## config.mk

```make
export PLATFORM = sky130hd
export DESIGN_NAME = bg_read_arbiter
export DESIGN_NICKNAME = d
export VERILOG_FILES = /design/src/rtl/bg_read_arbiter.sv
export SDC_FILE = /design/constraint.sdc
export NUM_CORES = 1
export LEC_CHECK = 0
export CORE_AREA = 2 2 91 93
export DETAILED_ROUTE_END_ITERATION = 10
export DIE_AREA = 0 0 93 95
export GPL_TIMING_DRIVEN = 0
export PLACE_DENSITY = 0.81
export SETUP_SLACK_MARGIN = 0.1
export SLEW_MARGIN = 30
export SYNTH_ARGS = -nofsm -noshare
export SYNTH_HDL_FRONTEND = slang
export SYNTH_SLANG_ARGS = --single-unit
```

## constraint.sdc

```tcl
create_clock -name Clk -period 10.8 [get_ports Clk]
set_input_delay 1.08 -clock Clk [delete_from_list [all_inputs] [get_ports Clk]]
set_output_delay 1.08 -clock Clk [all_outputs]
set_load 0.1 [all_outputs]
```

## src/rtl/bg_read_arbiter.sv

```systemverilog
// bg_read_arbiter
//   Shares the single registered read port of the background palette-index
//   RAM between the display fetch path (priority, never stalls) and the
//   collision probe (req/ack handshake). Converts (x, y) into a linear
//   address, tags every issue, and returns data two cycles after issue.
//   A probe refused STARVE_LIMIT-1 cycles in a row is granted on the next
//   cycle even over a display request; the displaced display request is
//   still answered on time, with the last served display value marked stale.
//
// Ports
//   Clk, Reset            clock, synchronous active-high reset
//   disp_req/x/y          display fetch request and coordinates
//   disp_valid/data/stale display result (stale = repeat of last value)
//   col_req/x/y           probe request, held stable until col_ack
//   col_ack               combinational: probe accepted this cycle
//   col_valid/data        probe result, one-cycle pulse
//   ram_read_address      registered RAM read address
//   ram_data_Out          RAM read data (registered inside the RAM)
module bg_read_arbiter #(
    parameter int          WIDTH        = 480,
    parameter int          HEIGHT       = 270,
    parameter int          STARVE_LIMIT = 8,
    parameter logic [3:0]  OOB_VALUE    = 4'h0
) (
    input  logic        Clk,
    input  logic        Reset,
    input  logic        disp_req,
    input  logic [9:0]  disp_x,
    input  logic [9:0]  disp_y,
    output logic        disp_valid,
    output logic [3:0]  disp_data,
    output logic        disp_stale,
    input  logic        col_req,
    input  logic [9:0]  col_x,
    input  logic [9:0]  col_y,
    output logic        col_ack,
    output logic        col_valid,
    output logic [3:0]  col_data,
    output logic [16:0] ram_read_address,
    input  logic [3:0]  ram_data_Out
);

    localparam int WCW = (STARVE_LIMIT > 1) ? $clog2(STARVE_LIMIT) : 1;
    localparam logic [WCW-1:0] WAIT_MAX = WCW'(STARVE_LIMIT - 1);

    // Both owners can be in flight in the same slot (forced probe plus the
    // displaced display request), so the tag carries one valid per owner.
    typedef struct packed {
        logic d_vld;
        logic d_oob;
        logic d_stale;
        logic c_vld;
        logic c_oob;
    } tag_t;

    logic [16:0]    addr_q, addr_d;
    logic [WCW-1:0] wait_cnt_q, wait_cnt_d;
    tag_t           tag1_q, tag1_d, tag2_q;
    logic [3:0]     last_disp_q;
    logic [3:0]     disp_hold_q, col_hold_q;

    logic        forced, col_grant, disp_grant;
    logic        disp_inr, col_inr;
    logic [16:0] disp_addr, col_addr;
    logic [3:0]  disp_val, col_val;

    always_comb begin
        disp_addr = 17'(disp_y) * 17'(WIDTH) + 17'(disp_x);
        col_addr  = 17'(col_y) * 17'(WIDTH) + 17'(col_x);
        disp_inr  = (32'(disp_x) < WIDTH) && (32'(disp_y) < HEIGHT);
        col_inr   = (32'(col_x) < WIDTH) && (32'(col_y) < HEIGHT);

        forced     = col_req && (wait_cnt_q == WAIT_MAX);
        col_grant  = !Reset && col_req && (forced || !disp_req);
        // A display request always gets a slot; if the probe took the port
        // it is answered from the last-display-data register instead.
        disp_grant = !Reset && disp_req;
        col_ack    = col_grant;

        tag1_d.d_vld   = disp_grant;
        tag1_d.d_stale = disp_grant && col_grant;
        tag1_d.d_oob   = disp_grant && !col_grant && !disp_inr;
        tag1_d.c_vld   = col_grant;
        tag1_d.c_oob   = col_grant && !col_inr;

        // Out-of-range and idle cycles leave the address untouched.
        addr_d = addr_q;
        if (col_grant) begin
            if (col_inr) addr_d = col_addr;
        end else if (disp_grant && disp_inr) begin
            addr_d = disp_addr;
        end

        if (!col_req || col_grant) wait_cnt_d = '0;
        else if (wait_cnt_q != WAIT_MAX) wait_cnt_d = wait_cnt_q + 1'b1;
        else wait_cnt_d = wait_cnt_q;

        disp_val = tag2_q.d_stale ? last_disp_q :
                   tag2_q.d_oob   ? OOB_VALUE   : ram_data_Out;
        col_val  = tag2_q.c_oob   ? OOB_VALUE   : ram_data_Out;

        disp_valid = !Reset && tag2_q.d_vld;
        disp_stale = disp_valid && tag2_q.d_stale;
        col_valid  = !Reset && tag2_q.c_vld;
        disp_data  = Reset ? 4'h0 : (disp_valid ? disp_val : disp_hold_q);
        col_data   = Reset ? 4'h0 : (col_valid ? col_val : col_hold_q);
    end

    assign ram_read_address = addr_q;

    always_ff @(posedge Clk) begin
        if (Reset) begin
            addr_q      <= '0;
            wait_cnt_q  <= '0;
            tag1_q      <= '0;
            tag2_q      <= '0;
            last_disp_q <= '0;
            disp_hold_q <= '0;
            col_hold_q  <= '0;
        end else begin
            addr_q     <= addr_d;
            wait_cnt_q <= wait_cnt_d;
            tag1_q     <= tag1_d;
            tag2_q     <= tag1_q;
            if (disp_valid) begin
                disp_hold_q <= disp_data;
                if (!disp_stale) last_disp_q <= disp_data;
            end
            if (col_valid) col_hold_q <= col_data;
        end
    end

endmodule

```

== Word level (Yosys, flattened, before mapping) ==
Cells that the tools add are included.
Storage, ports and cells
  bits in registers: 42
  input bits: 48
  output and inout port bits: 29
Operators by class
  $lt $le $gt $ge: 4
  equality and inequality tests: 3
  add/sub/neg operators: 3
  bitwise logic cells: 1
  reductions and logical operators: 26
  multipliers: 2
  muxes and demuxes: 10
Operators by type and width (count)
  17-bit 2-to-1 mux: 3
  10-bit by 9-bit less-than comparator with 1-bit output, second input constant: 4
  17-bit by 10-bit adder with 17-bit output: 2
  4-bit 2-to-1 mux: 7
  10-bit by 4-bit multiplier with 12-bit output, second input constant: 2
  1-bit logical AND: 14
  1-bit zero test: 6
  2-bit AND reduction: 2
  3-bit by 1-bit adder with 3-bit output, second input constant: 1
  3-bit == test, second input constant: 1
  3-bit != test, second input constant: 1
  1-bit logical OR: 2
  2-bit by 1-bit != test with 1-bit output, second input constant: 1
  2-bit nonzero test: 1
  2-bit OR reduction: 1
  1-bit NOT: 1

== Logic depth before layout (Yosys ltp) ==
  word-level depth: 7
  gate-level depth with buffers: 14
  mapped depth without buffers: 14

== Least setup slack after synthesis ==
OpenSTA, ideal clock, no wires.
  path type: input port to output port
  start point: in Reset
  end point: out disp_data[0]
  data required time: 9.720 ns
  cell stages on the path: 3
  setup slack: 6.106 ns
  arrival: 3.614 ns
  cell sequence: buf_6 > clkbuf_1 > a211oi_1
Between the ends
  word-level cells in the longest chain between the ends: 4
Ends and longest elaborated chain
  start: declaration: RTL line 26  | input logic Reset,
  1-bit zero test: RTL line 102  | disp_valid = !Reset && tag2_q.d_vld;
  1-bit logical AND: RTL line 102
  4-bit 2-to-1 mux: RTL line 105  | disp_data = Reset ? 4'h0 : (disp_valid ? disp_val : disp_hold_q);
  4-bit 2-to-1 mux (*): RTL line 105
  end: declaration: RTL line 31  | output logic [3:0] disp_data,
Every way passes the cells marked *; elsewhere a longest branch is shown, timed or not.

== Worst setup path in the final report ==
  start point: in col_y[1]
  end point: reg addr_q[16] (netlist: ram_read_address[16])
Between the ends
  word-level cells in the longest chain between the ends: 4
  elaborated cells between the ends (all ways): 8
  those cells by class: add/sub: 1; mul: 1; order compare: 1; eq/ne: 1; mux: 2; reduce/logical: 2
Ends and longest elaborated chain
  start: declaration: RTL line 35  | input logic [9:0] col_y,
  10-bit by 4-bit multiplier with 12-bit output or 10-bit by 9-bit less-than comparator with 1-bit output (tied branches): RTL line 69, 71
  17-bit by 10-bit adder with 17-bit output or 1-bit logical AND (tied branches): RTL line 69, 71
  17-bit 2-to-1 mux or 2-bit by 1-bit != test with 1-bit output (tied branches)
  17-bit 2-to-1 mux or 2-bit AND reduction (tied branches)
  end signal: assignment: RTL line 121  | addr_q <= addr_d;
  end: declaration: RTL line 56  | logic [16:0] addr_q, addr_d;
Several ways; a longest one is shown, not always the timed one. The select of a mux whose other input is x is not followed.
A chain may end at the register's enable or synchronous reset.

==> metrics.yaml <==
finalClockSkew_ps: 5.04
grt_first_pass_wirelength_um: 15300
synthesis.instances: 456
cap_violations: 0
hold-worst-slack_ps: 439
max_slew_margin: 0.327
cts_buffer_depth: 2
hold_violations: 0
drt_iter0_markers: 176
maxUsedRoutingLayer: "met4"
synth_edf_count: 0
cts-root-buf: "clkbuf_8"
cts_setup_buffers: 0
cts-resized-gates: 0
ir_drop_mv: 0.0556
slew_violations: 0
path_class: "input pin to flop"
syn_area_um2: 4230
end_kind: "flop"
drt-total-wl_um: 9180
rows: 33
ys_warn_count: 0
dr_total_vias: 3473
cp.arrival_ps: 5190
grt_pass1_vias: 3464
clock-sinks: 42
die_area_um2: 8840
fin_setup_tns_ps: 0
power_leakage_nw: 2.25
yosysSeqAreaShare: 0.199
gp_congestion: 0.798
overflow: 0
final_layout_size_suffix_gt1_frac: 0.0686
cp_max_fo: 4
yosys.area.top_type: "dfxtp_1"
clk_latency_ps: 290
required_ps: 10970
timing.final.setup_violations: 0
drt-met1-wl_um: 3760
antenna_found_initial: 0
avgSynthCellArea_um2: 9.29
synth.net_count: 588
tightest_slew_ps: 1010
period_needed_ps: 5020
final_antenna_net_count: 0
synth.area.top_cells: "dfxtp_1 (20%), fa_1 (17%), ha_1 (14%)"
hpwl_um: 7890
hold_class: "flop to flop"
cts_made_buffers: 5
cts_max_level: 2
port_buffers: 75
fp.dieH_um: 95
synth.most_common_cell: "inv_1"
crit_path_start_kind: "input pin"
rsz0062_at_grt: "false"
diodes: 0
fill_cells: 664
grt_usage: 0.212
dr_wl_met2_um: 4890
syn2layout_area_growth_pct: 23.5
ioPinCount: 77
yosys_most_used_dff: "dfxtp_1"
holdBufCountCts: 0
status: "completed"
nNetsFinal: 670
synth-seq-cells: 42
ys_types: 56
drt_pass1_iterations: 4
start_util: 0.534
async_flop_share: 0
cts_tree: "done"
die_w_um: 93
synthDominantCellAreaShare: 0.199
cts.clk_slew.worst_paths_ps: 80
synth_common_cells: "inv_1 (57), ha_1 (48), dfxtp_1 (42), fa_1 (36), nor2_1 (33)"
period_share: 0.465
drcViolationCount: 0
avgRoutedWirePerCell_um: 14.2
fmax_mhz: 199
met3_wirelength_um: 401
coreArea_um2: 7930
viasPerCell: 5.39
grt_max_degree: 15
p_total_w: 0.000799
pwr_density_cell_nw_per_um2: 153
## cells in the final DEF, fill, tap and decap left out, drive strengths merged, types with 5 or more instances in the layout
cell           instances
and2                   5
dfxtp                 42
inv                   58
nand3                 17
nor2b                 19
a21o                   5
a211oi                12
xor2                  16
mux2i                 10
xnor2                 17
fa                    36
clkdlybuf4s50         75
o2111ai                8
ha                    48
clkbuf                14
o21ai                 11
nand2b                 5
a311oi                 8
nand2                 32
nor2                  33
buf                    6
a21oi                 22
## layout make-up
type,instances,area [um^2],area share
timing repair buffer,75,751,0.144
clock buffer,5,68.8,0.0132
multi-input combinational,341,3090,0.590
inverter,58,218,0.0416
sequential,42,841,0.161
clock inverter,3,43.8,0.00837
tap,105,131,0.0251
buffer,15,91.3,0.0175
## state kept, by name, summed over array words and instances (netlist names)
name and count:
disp_hold_q 4, tag2_q 5, wait_cnt_q 3, ram_read_address 17, last_disp_q 4, col_hold_q 4
tag1_q 5
## worst max-delay path, stage by stage
cell	delay [ps]
clkdlybuf4s50_1	570
inv_1	90
fa_1	500
fa_1	510
inv_1	40
ha_1	350
xor2_1	170
ha_1	360
nand2_1	60
o21ai_0	430
nand3_4	160
nor4_4	300
xnor3_1	390
nand3_2	100
o221ai_2	80
## path summary, 6_finish.rpt
path | slack [ps] | start | cells after the start | end
worst max-delay path | 5780 | col_y[1] | 15 | ram_read_address[16]
worst min-delay path | 440 | tag1_q[2] | 1 | tag2_q[2]
worst max register to register | 8600 | wait_cnt_q[0] | 11 | ram_read_address[4]
worst min register to register | 440 | tag1_q[2] | 1 | tag2_q[2]
## per-stage QoR
stage	std cells	instance area [um^2]	utilization	setup slack (ps)
2_1_floorplan	456	4230	-	6110
3_3_place_gp	636	5120	0.645	5520
3_5_place_dp	636	5120	0.646	5480
4_1_cts	644	5230	0.660	5760
5_1_grt	644	5230	0.660	5540
6_report	644	5230	0.660	5780
## where the power goes
part           total (W)  switching, W  internal, W  leakage, nW
clock network   0.000125     0.0000553    0.0000693       0.0585
registers       0.000165    0.00000356     0.000162        0.342
logic           0.000509      0.000302     0.000206         1.85
## routing by layer
layer,vias up,GRT usage
met3,20,0.0247
met4,0,0.0355
met1,1667,0.248
li1,1700,-
met5,-,0
met2,86,0.420
## cells by family (layout without fill, tap and decap cells)
logic type	count (synthesis)	after routing	share of synthesized area
compound gates	82	82	0.148
xor+xnor	34	34	0.0807
fa+ha+maj	84	84	0.312
buf+inv	73	156	0.0730
flops	42	42	0.199
mux	10	10	0.0236
simple gates	131	131	0.164
Note: power is estimated with default switching activity, not from simulation.
